$ cat src/rtl/ifetch_pkg.sv
// Shared constants and types for the instruction fetch unit.
package ifetch_pkg;

    // Canonical NOP (addi x0, x0, 0), presented for empty slots and faulted fetches
    localparam logic [31:0] NOP_INSTR = 32'h00000013;

    // Entry field widths (the PC / exception value width is the XLEN parameter)
    localparam int INSTR_W    = 32;
    localparam int EXC_CODE_W = 4;

    // Fetch-side exception causes
    localparam logic [EXC_CODE_W-1:0] EXC_INSTR_MISALIGNED = 4'd0;
    localparam logic [EXC_CODE_W-1:0] EXC_INSTR_ACCESS     = 4'd1;

    // Fetch sequencer states
    typedef enum logic [1:0] {
        FETCH = 2'd0,
        MISAL = 2'd1,
        HOLD  = 2'd2
    } fetch_state_t;

    // A fetch target is misaligned when it is not on a 4-byte boundary
    function automatic logic is_misaligned(input logic [1:0] pc_low);
        return pc_low != 2'b00;
    endfunction

endpackage

$ cat src/rtl/ifetch_fifo.sv
// Small synchronous FIFO holding fetched entries; head is read combinationally
// from registered storage and reads as a NOP with no exception when empty.
module ifetch_fifo
    import ifetch_pkg::*;
#(
    parameter int XLEN  = 64,
    parameter int DEPTH = 2,
    localparam int PTR_W = (DEPTH > 1) ? $clog2(DEPTH) : 1,
    localparam int CNT_W = $clog2(DEPTH) + 1
) (
    input  logic                  clk,
    input  logic                  rst,
    input  logic                  push,
    input  logic                  pop,
    input  logic                  flush,
    input  logic [XLEN-1:0]       push_pc,
    input  logic [INSTR_W-1:0]    push_instr,
    input  logic                  push_exc_en,
    input  logic [EXC_CODE_W-1:0] push_exc_code,
    input  logic [XLEN-1:0]       push_exc_val,
    output logic [CNT_W-1:0]      count,
    output logic                  head_valid,
    output logic [XLEN-1:0]       head_pc,
    output logic [INSTR_W-1:0]    head_instr,
    output logic                  head_exc_en,
    output logic [EXC_CODE_W-1:0] head_exc_code,
    output logic [XLEN-1:0]       head_exc_val
);

    logic [XLEN-1:0]       pc_mem       [DEPTH];
    logic [INSTR_W-1:0]    instr_mem    [DEPTH];
    logic                  exc_en_mem   [DEPTH];
    logic [EXC_CODE_W-1:0] exc_code_mem [DEPTH];
    logic [XLEN-1:0]       exc_val_mem  [DEPTH];

    logic [PTR_W-1:0] rd_ptr_reg;
    logic [PTR_W-1:0] wr_ptr_reg;
    logic [CNT_W-1:0] count_reg;

    logic do_push;
    logic do_pop;

    // Flush overrides both push and pop for the cycle
    assign do_push = push && !flush;
    assign do_pop  = pop && !flush && (count_reg != '0);

    // Entry storage: write-only at the tail, no reset needed
    always_ff @(posedge clk) begin
        if (do_push) begin
            pc_mem[wr_ptr_reg]       <= push_pc;
            instr_mem[wr_ptr_reg]    <= push_instr;
            exc_en_mem[wr_ptr_reg]   <= push_exc_en;
            exc_code_mem[wr_ptr_reg] <= push_exc_code;
            exc_val_mem[wr_ptr_reg]  <= push_exc_val;
        end
    end

    // Pointer and occupancy bookkeeping
    always_ff @(posedge clk) begin
        if (rst || flush) begin
            rd_ptr_reg <= '0;
            wr_ptr_reg <= '0;
            count_reg  <= '0;
        end else begin
            if (do_push) begin
                wr_ptr_reg <= (wr_ptr_reg == PTR_W'(DEPTH - 1)) ? '0 : wr_ptr_reg + 1'b1;
            end
            if (do_pop) begin
                rd_ptr_reg <= (rd_ptr_reg == PTR_W'(DEPTH - 1)) ? '0 : rd_ptr_reg + 1'b1;
            end
            case ({do_push, do_pop})
                2'b10:   count_reg <= count_reg + 1'b1;
                2'b01:   count_reg <= count_reg - 1'b1;
                default: count_reg <= count_reg;
            endcase
        end
    end

    assign count = count_reg;

    // Head view: stored entry when occupied, zero/NOP otherwise
    always_comb begin
        head_valid    = (count_reg != '0);
        head_pc       = '0;
        head_instr    = NOP_INSTR;
        head_exc_en   = 1'b0;
        head_exc_code = '0;
        head_exc_val  = '0;
        if (head_valid) begin
            head_pc       = pc_mem[rd_ptr_reg];
            head_instr    = instr_mem[rd_ptr_reg];
            head_exc_en   = exc_en_mem[rd_ptr_reg];
            head_exc_code = exc_code_mem[rd_ptr_reg];
            head_exc_val  = exc_val_mem[rd_ptr_reg];
        end
    end

endmodule

$ cat src/rtl/ifetch_unit.sv
// Instruction fetch unit: owns the PC, fetches from a combinational memory,
// buffers entries and hands them to decode over valid/ready.
// Optional build macro IFETCH_PERF_CNT_EN adds saturating perf counters.
module ifetch_unit
    import ifetch_pkg::*;
#(
    parameter int              XLEN       = 64,
    parameter logic [XLEN-1:0] RESET_PC   = 64'h0,
    parameter int              FIFO_DEPTH = 2
) (
    input  logic                  clk,
    input  logic                  rst,
    output logic [XLEN-1:0]       imem_addr,
    input  logic [INSTR_W-1:0]    imem_instr,
    input  logic                  imem_exc_en,
    input  logic [EXC_CODE_W-1:0] imem_exc_code,
    input  logic [XLEN-1:0]       imem_exc_val,
    input  logic                  redirect_en,
    input  logic [XLEN-1:0]       redirect_pc,
    output logic                  if_valid,
    input  logic                  if_ready,
    output logic [XLEN-1:0]       if_pc,
    output logic [INSTR_W-1:0]    if_instr,
    output logic                  if_exc_en,
    output logic [EXC_CODE_W-1:0] if_exc_code,
    output logic [XLEN-1:0]       if_exc_val
`ifdef IFETCH_PERF_CNT_EN
    ,
    output logic [63:0]           perf_fetched,
    output logic [63:0]           perf_stall
`endif
);

    localparam int CNT_W = $clog2(FIFO_DEPTH) + 1;

    logic [XLEN-1:0]  pc_reg;
    fetch_state_t     state_reg;
    logic [CNT_W-1:0] fifo_count;

    logic                  pop;
    logic                  push_ok;
    logic                  push;
    logic [INSTR_W-1:0]    push_instr;
    logic                  push_exc_en;
    logic [EXC_CODE_W-1:0] push_exc_code;
    logic [XLEN-1:0]       push_exc_val;

    assign imem_addr = pc_reg;
    assign pop       = if_valid && if_ready;
    assign push_ok   = (fifo_count < CNT_W'(FIFO_DEPTH)) || pop;

    // Select what (if anything) enters the buffer this cycle
    always_comb begin
        push          = 1'b0;
        push_instr    = NOP_INSTR;
        push_exc_en   = 1'b0;
        push_exc_code = '0;
        push_exc_val  = '0;
        if (!redirect_en && push_ok) begin
            case (state_reg)
                FETCH: begin
                    push = 1'b1;
                    if (imem_exc_en) begin
                        push_exc_en   = 1'b1;
                        push_exc_code = imem_exc_code;
                        push_exc_val  = imem_exc_val;
                    end else begin
                        push_instr = imem_instr;
                    end
                end
                MISAL: begin
                    push          = 1'b1;
                    push_exc_en   = 1'b1;
                    push_exc_code = EXC_INSTR_MISALIGNED;
                    push_exc_val  = pc_reg;
                end
                default: push = 1'b0;
            endcase
        end
    end

    // PC and sequencer: redirect beats everything but reset
    always_ff @(posedge clk) begin
        if (rst) begin
            pc_reg    <= RESET_PC;
            state_reg <= FETCH;
        end else if (redirect_en) begin
            pc_reg    <= redirect_pc;
            state_reg <= is_misaligned(redirect_pc[1:0]) ? MISAL : FETCH;
        end else if (push) begin
            case (state_reg)
                FETCH: begin
                    if (imem_exc_en) begin
                        state_reg <= HOLD;
                    end else begin
                        pc_reg <= pc_reg + XLEN'(4);
                    end
                end
                MISAL:   state_reg <= HOLD;
                default: state_reg <= state_reg;
            endcase
        end
    end

    ifetch_fifo #(
        .XLEN  (XLEN),
        .DEPTH (FIFO_DEPTH)
    ) u_fifo (
        .clk           (clk),
        .rst           (rst),
        .push          (push),
        .pop           (pop),
        .flush         (redirect_en),
        .push_pc       (pc_reg),
        .push_instr    (push_instr),
        .push_exc_en   (push_exc_en),
        .push_exc_code (push_exc_code),
        .push_exc_val  (push_exc_val),
        .count         (fifo_count),
        .head_valid    (if_valid),
        .head_pc       (if_pc),
        .head_instr    (if_instr),
        .head_exc_en   (if_exc_en),
        .head_exc_code (if_exc_code),
        .head_exc_val  (if_exc_val)
    );

`ifdef IFETCH_PERF_CNT_EN
    logic [63:0] perf_fetched_reg;
    logic [63:0] perf_stall_reg;

    // Saturating counters of clean fetches and back-pressure stalls
    always_ff @(posedge clk) begin
        if (rst) begin
            perf_fetched_reg <= '0;
            perf_stall_reg   <= '0;
        end else begin
            if (push && !push_exc_en && perf_fetched_reg != '1) begin
                perf_fetched_reg <= perf_fetched_reg + 64'd1;
            end
            if (!redirect_en && state_reg == FETCH && !push_ok && perf_stall_reg != '1) begin
                perf_stall_reg <= perf_stall_reg + 64'd1;
            end
        end
    end

    assign perf_fetched = perf_fetched_reg;
    assign perf_stall   = perf_stall_reg;
`endif

endmodule

$ cat config.mk
export PLATFORM = sky130hd
export DESIGN_NAME = ifetch_unit
export DESIGN_NICKNAME = d
export VERILOG_FILES = /design/src/rtl/ifetch_pkg.sv /design/src/rtl/ifetch_fifo.sv /design/src/rtl/ifetch_unit.sv
export SDC_FILE = /design/constraint.sdc
export NUM_CORES = 1
export LEC_CHECK = 0
export CAP_MARGIN = 30
export CORE_MARGIN = 2
export CORE_UTILIZATION = 43
export DETAILED_ROUTE_END_ITERATION = 10
export DONT_BUFFER_PORTS = 1
export PLACE_DENSITY = 0.69
export SLEW_MARGIN = 25
export SYNTH_ARGS = -nofsm -noshare
export SYNTH_HDL_FRONTEND = slang
export SYNTH_HIERARCHICAL = 1
export SYNTH_SLANG_ARGS = --single-unit
$ cat constraint.sdc
create_clock -name clk -period 23.1 [get_ports clk]
set_input_delay 4.62 -clock clk [delete_from_list [all_inputs] [get_ports clk]]
set_output_delay 4.62 -clock clk [all_outputs]
set_load 0.02 [all_outputs]
* Word-level counts from Yosys, hierarchy flattened
Memories as Yosys holds them, arrays and structs flattened. A register that Yosys moved wholly into a read port is not among the register bits.
Index checks and enable logic that the tools add are counted.
** Cells by class
- Add/sub/neg operators :: 5
- Magnitude comparators :: 1
- Equal/unequal tests :: 5
- Mux-type cells :: 43
- Reductions and logical operators :: 18
** Operators by type and width (count)
- two-way mux 64 bit :: 8
- two-way mux 32 bit :: 4
- case mux 64 bit (2 select lines) :: 1
- adder 64 x 3 -> 64 bit (second input constant) :: 1
- two-way mux 1 bit :: 20
- two-way mux 4 bit :: 4
- nonzero test 2 bit :: 5
- case mux 2 bit (2 select lines) :: 2
- two-way mux 2 bit :: 3
- AND reduction 3 bit :: 2
- logical AND 1 bit :: 5
- equality test 2 x 1 -> 1 bit (second input constant) :: 2
- != test 3 bit (second input constant) :: 1
- nonzero test 3 bit :: 1
- adder 1 bit (second input constant) :: 2
- adder 2 x 1 -> 2 bit (second input constant) :: 1
- equality test 2 bit (second input constant) :: 1
- zero test 2 bit :: 1
- logical OR 1 bit :: 2
- < comparator 2 bit (second input constant) :: 1
- != test 2 x 1 -> 1 bit (second input constant) :: 1
- case mux 1 bit (2 select lines) :: 1
- OR reduction 2 bit :: 1
- subtractor 2 x 1 -> 2 bit (second input constant) :: 1
- zero test 1 bit :: 1
** Storage, ports and cells
- Register bits :: 70
- RAM bits :: 330
- Input port bits :: 169
- Output and inout port bits :: 230
- Logic and storage cells :: 82
- Memories kept :: 5
** Memories
- u_fifo.exc_val_mem :: words 2, bits a word 64, rd ports 1, clocked after Yosys merged registers in 1, wr ports 1, line ifetch_fifo.sv:34 : logic [XLEN-1:0] exc_val_mem [DEPTH];
- u_fifo.pc_mem :: words 2, bits a word 64, rd ports 1, clocked after Yosys merged registers in 1, wr ports 1, line ifetch_fifo.sv:30 : logic [XLEN-1:0] pc_mem [DEPTH];
- u_fifo.instr_mem :: words 2, bits a word 32, rd ports 1, clocked after Yosys merged registers in 1, wr ports 1, line ifetch_fifo.sv:31 : logic [INSTR_W-1:0] instr_mem [DEPTH];
- u_fifo.exc_code_mem :: words 2, bits a word 4, rd ports 1, clocked after Yosys merged registers in 1, wr ports 1, line ifetch_fifo.sv:33 : logic [EXC_CODE_W-1:0] exc_code_mem [DEPTH];
- u_fifo.exc_en_mem :: words 2, bits a word 1, rd ports 1, clocked after Yosys merged registers in 1, wr ports 1, line ifetch_fifo.sv:32 : logic exc_en_mem [DEPTH];

* Longest topological paths before layout
- Depth after elaboration :: 8
- Mapped depth :: 14
- Depth with buffers taken out :: 10

* Modules after synthesis
The synthesis kept the hierarchy.
** By module, submodules not included
- ifetch_fifo :: instances 1, cells each 722, area each 12627.1 um^2, seq. area each 10009.6 um^2
- ifetch_unit :: instances 1, cells each 673, area each 4982.3 um^2, seq. area each 1321.3 um^2

* Worst setup path after synthesis
OpenSTA, ideal clock, no wires.
- Path type :: input to register
- From :: in if_ready
- To :: mem u_fifo.exc_code_mem[0][0], enable pin
- Library setup time :: 0.692 ns
- Data arrival time :: 12.571 ns
- Required time :: 22.408 ns
- Setup slack :: 9.837 ns
- Stages on the path :: 7
- Buffers on the path :: 2
- Cell sequence :: a21boi_0 or3_1 clkbuf_1 buf_1 inv_1 nand2b_1 nor2_1
** On the way
- Longest elaborated chain between the ends :: 7
** RTL lines
- start: declaration :: line ifetch_unit.sv:21 : input logic if_ready,
- logical AND 1 bit :: line ifetch_unit.sv:49 : assign pop = if_valid && if_ready;
- logical OR 1 bit :: line ifetch_unit.sv:50 : assign push_ok = (fifo_count < CNT_W'(FIFO_DEPTH)) || pop;
- logical AND 1 bit :: line ifetch_unit.sv:59 : if (!redirect_en && push_ok) begin
- two-way mux 1 bit :: line ifetch_unit.sv:59
- via push :: line ifetch_unit.sv:42 : logic push;
- logical AND 1 bit :: line ifetch_fifo.sv:44 : assign do_push = push && !flush;
- two-way mux 1 bit :: line ifetch_fifo.sv:49 : if (do_push) begin
- two-way mux 1 bit (implied by the code) :: line ifetch_fifo.sv:53 : exc_code_mem[wr_ptr_reg] <= push_exc_code;
- end: declaration :: line ifetch_fifo.sv:33
The timed path passes the listed nets, and every way through them passes these cells.

==> reports/metrics.csv <==
stage,metric,value,unit
routing,drt wl/cell,23.2,um
synth,async set-reset flop share out of synthesis,0,%
timing,final hold vios,0,
synth,"Top FF cell, synth",edfxtp_1,
setup_path,"Worst Path Class, Setup",reg -> out,
timing,Final min period,7900,ps
place,IO buf count,0,
synth,Cells after Synth,1395,
synth,syn avg cell area,12.6,um2
timing,RSZ-0062 raised after global routing,no,
routing,vias per cell,5.80,
place,routability cong.,0.795,
die,Chip Width,206,um
cts,Post-CTS Hold Buffers,0,
die,Cell Rows,74,
place,Post-Place Setup Slack,15490,ps
timing,final setup fails,0,
hold_path,hold path depth,2,
timing,Worst Tran Pin Value,1180,ps
cts,clock slew at reported path FFs,60,ps
cts,Sink Count,401,
flow_run,Max-Cap Viols,0,
die,Die Y,206,um
cts,CTS Buffer Depth,3,
cts,Inserted Clock Buffers,42,
power,Worst VDD drop,0.0000618,V
setup_path,CP arrival,3280,ps
synth,synthesized net count,1566,
synth,number of distinct library cells after synthesis,58,
cells_and_area,area grow syn2layout,10.1,%
die,num ports,399,
place,DP HPWL,29.7,mm
cells_and_area,top flop regs,"u_fifo/exc_val_mem (128), u_fifo/pc_mem (128)",
setup_path,peak fanout along the critical path,50,
cts,clock root buffer,clkbuf_16,
power,P per Cell Area,82.9,mW/mm2
setup_path,R2R setup slack,18760,ps
routing,first-pass iteration count of the detailed router,5,
cts,H-tree depth,2,
cts,TritonCTS clock tree,done,
timing,final max-slew violation count,0,
routing,DRC viols,0,
timing,clock skew,25.6,ps
die,full die area,0.0426,mm2
die,Initial Util,43.3,%
setup_path,worst reg2reg path endpoint,u_fifo/exc_val_mem[0][32]$_DFFE_PP_,
cts,postcts setup bufs,0,
global_route,largest net degree at the start of global routing,166,
hold_path,HP Class,reg -> reg,
global_route,initial antenna violation count,4,
routing,initial drt markers,660,
setup_path,crit end category,primary output,
timing,"Period Utilization, post-route",34.2,%
cells_and_area,Final nets,1540,
hold_path,Hold EP,u_fifo/rd_ptr_reg$_SDFFE_PP0P_,
timing,total negative slack,0,ps
setup_path,reg2reg start,u_fifo/count[1]$_SDFFE_PP0P_,
hold_path,hold_sp,u_fifo/rd_ptr_reg$_SDFFE_PP0P_,
cts,Worst-Skew Late Latency,570,ps
synth,post-synthesis register bit count,401,
cts,Resized cells post-CTS,0,
global_route,first-pass GRT wire length,64.7,mm
synth,post-synthesis sequential area ratio,64.3,%
global_route,total global routing track utilization,20.2,%
synth,Syn. warnings,6,
setup_path,CP Launch Type,flop,
global_route,number of global-route vias before repair,10799,
die,core area,0.0406,mm2
outcome,outcome,"complete, no violations",
synth,Post-synth EDFFs,330,
timing,Highest Clock Rate,127,MHz
routing,final wirelength,44.9,mm
global_route,grt total ovfl,0,
cells_and_area,layout cell share with drive strength beyond 1,7.30,%
routing,Post-DRT Antenna Nets,0,
synth,ranking of synthesized cells by area,"edfxtp_1, mux2i_1, dfxtp_1",
timing,setup ws final,15200,ps
setup_path,Required @ worst endpoint,18480,ps
synth,cell taking the most area after synthesis,edfxtp_1,
setup_path,worst r2r path cells,9,
timing,Slew headroom,21.4,%
power,Pleak,0.00591,uW
routing,vias,11228,
synth,Yosys top cell area share,56.3,%
synth,Synth Cell Area,0.0176,mm2
==> where the power goes <==
group | switching, uW | internal (uW) | total [uW]
logic | 63.1 | 27.5 | 90.6
registers | 37.3 | 814 | 852
clock network | 274 | 391 | 666
total | 375 | 1230 | 1610
==> cells by family after synthesis <==
kind of cell,Yosys count,share of synthesized area (%)
AOI/OAI and AO/OA,168,7.11
xor gates and xnor gates,34,1.69
adders and majority gates,2,0.142
buffers and inverters,102,2.98
DFF,401,64.3
muxes,167,9.49
and+or+nand+nor,521,14.2
==> worst max-delay path, stage by stage (launching register included) <==
cell     delay (ps)
dfxtp_4         550
buf_4           730
buf_4           760
mux2i_1         170
nor2_1          350
==> per-layer routing <==
layer	wire length [um]	vias up	GRT usage [%]
li1	-	5161	-
met1	18700	5555	25.8
met2	21600	435	32.9
met3	3330	77	5.64
met4	1200	0	7.02
met5	0	-	0
==> worst max-delay path by stage <==
| stage | from | end | cells past startpoint | slack, ps |
|---|---|---|---|---|
| 2_1_floorplan | if_ready | u_fifo/exc_code_mem[0][0]$_DFFE_PP_ | 7 | 9840 |
| 5_1_grt | flop | if_exc_val[38] | 4 | 14990 |
| 4_1_cts | flop | if_pc[52] | 4 | 15160 |
| 3_5_place_dp | if_ready | u_fifo/exc_val_mem[0][35]$_DFFE_PP_ | 6 | 15490 |
| 6_report | flop | if_pc[36] | 4 | 15200 |
| 3_3_place_gp | if_ready | u_fifo/pc_mem[0][37]$_DFFE_PP_ | 6 | 15550 |
==> per-stage QoR <==
step	instances	util, %	area [um2]	power [uW]	hold slack, ps
after floorplan	1395	-	17600	932	519
after global placement	1856	44.3	18000	954	541
after detailed placement	1856	44.3	18000	958	541
after CTS	1929	47.6	19300	1630	558
after global routing	1933	47.7	19400	1670	576
final	1935	47.7	19400	1610	553
==> synthesized netlist by cell type, types with 2 or more instances <==
cell type,instances
a211oi_1,27
a21oi_1,6
a22oi_1,64
a311oi_1,23
and2_1,39
and3_1,11
buf_1,12
buf_2,12
buf_4,17
buf_6,3
clkbuf_1,41
clkbuf_8,4
dfxtp_1,71
edfxtp_1,330
ha_1,2
inv_1,11
mux2i_1,167
nand2_1,35
nand2b_1,6
nand3_1,29
nand3b_1,2
nand4_1,25
nand4_2,2
nand4_4,2
nor2_1,299
nor3_1,17
nor3b_1,2
nor4_1,5
nor4_4,2
nor4b_1,2
o2111a_1,4
o211ai_1,2
o21a_1,2
o21ai_0,20
o31ai_1,12
or2_2,2
or3_1,15
or4_1,15
or4b_1,4
xnor2_1,13
xor2_1,21
==> layout make-up <==
type,instances,area (um2)
inverters,12,47.5
flip-flops and latches,401,11300
clock buffers,54,1170
well taps,532,666
repair buffers,20,183
fillers,3562,21300
multi-input cells,892,5790
clock inverters,19,186
diodes,5,12.5
==> placed cells by master (no fill, tap or decap), types with 13 or more instances in the layout <==
| cell | n |
|---|---|
| nand3_1 | 29 |
| xor2_1 | 21 |
| nand4_1 | 25 |
| or4_1 | 15 |
| a311oi_1 | 23 |
| nand2_1 | 35 |
| dfxtp_1 | 70 |
| xnor2_1 | 13 |
| edfxtp_1 | 330 |
| mux2i_1 | 167 |
| a22oi_1 | 64 |
| or3_1 | 14 |
| o21ai_0 | 20 |
| clkbuf_16 | 44 |
| a211oi_1 | 27 |
| nor3_1 | 16 |
| buf_4 | 18 |
| and2_1 | 39 |
| nor2_1 | 297 |
No activity file was read; power rests on OpenSTA's default activity.
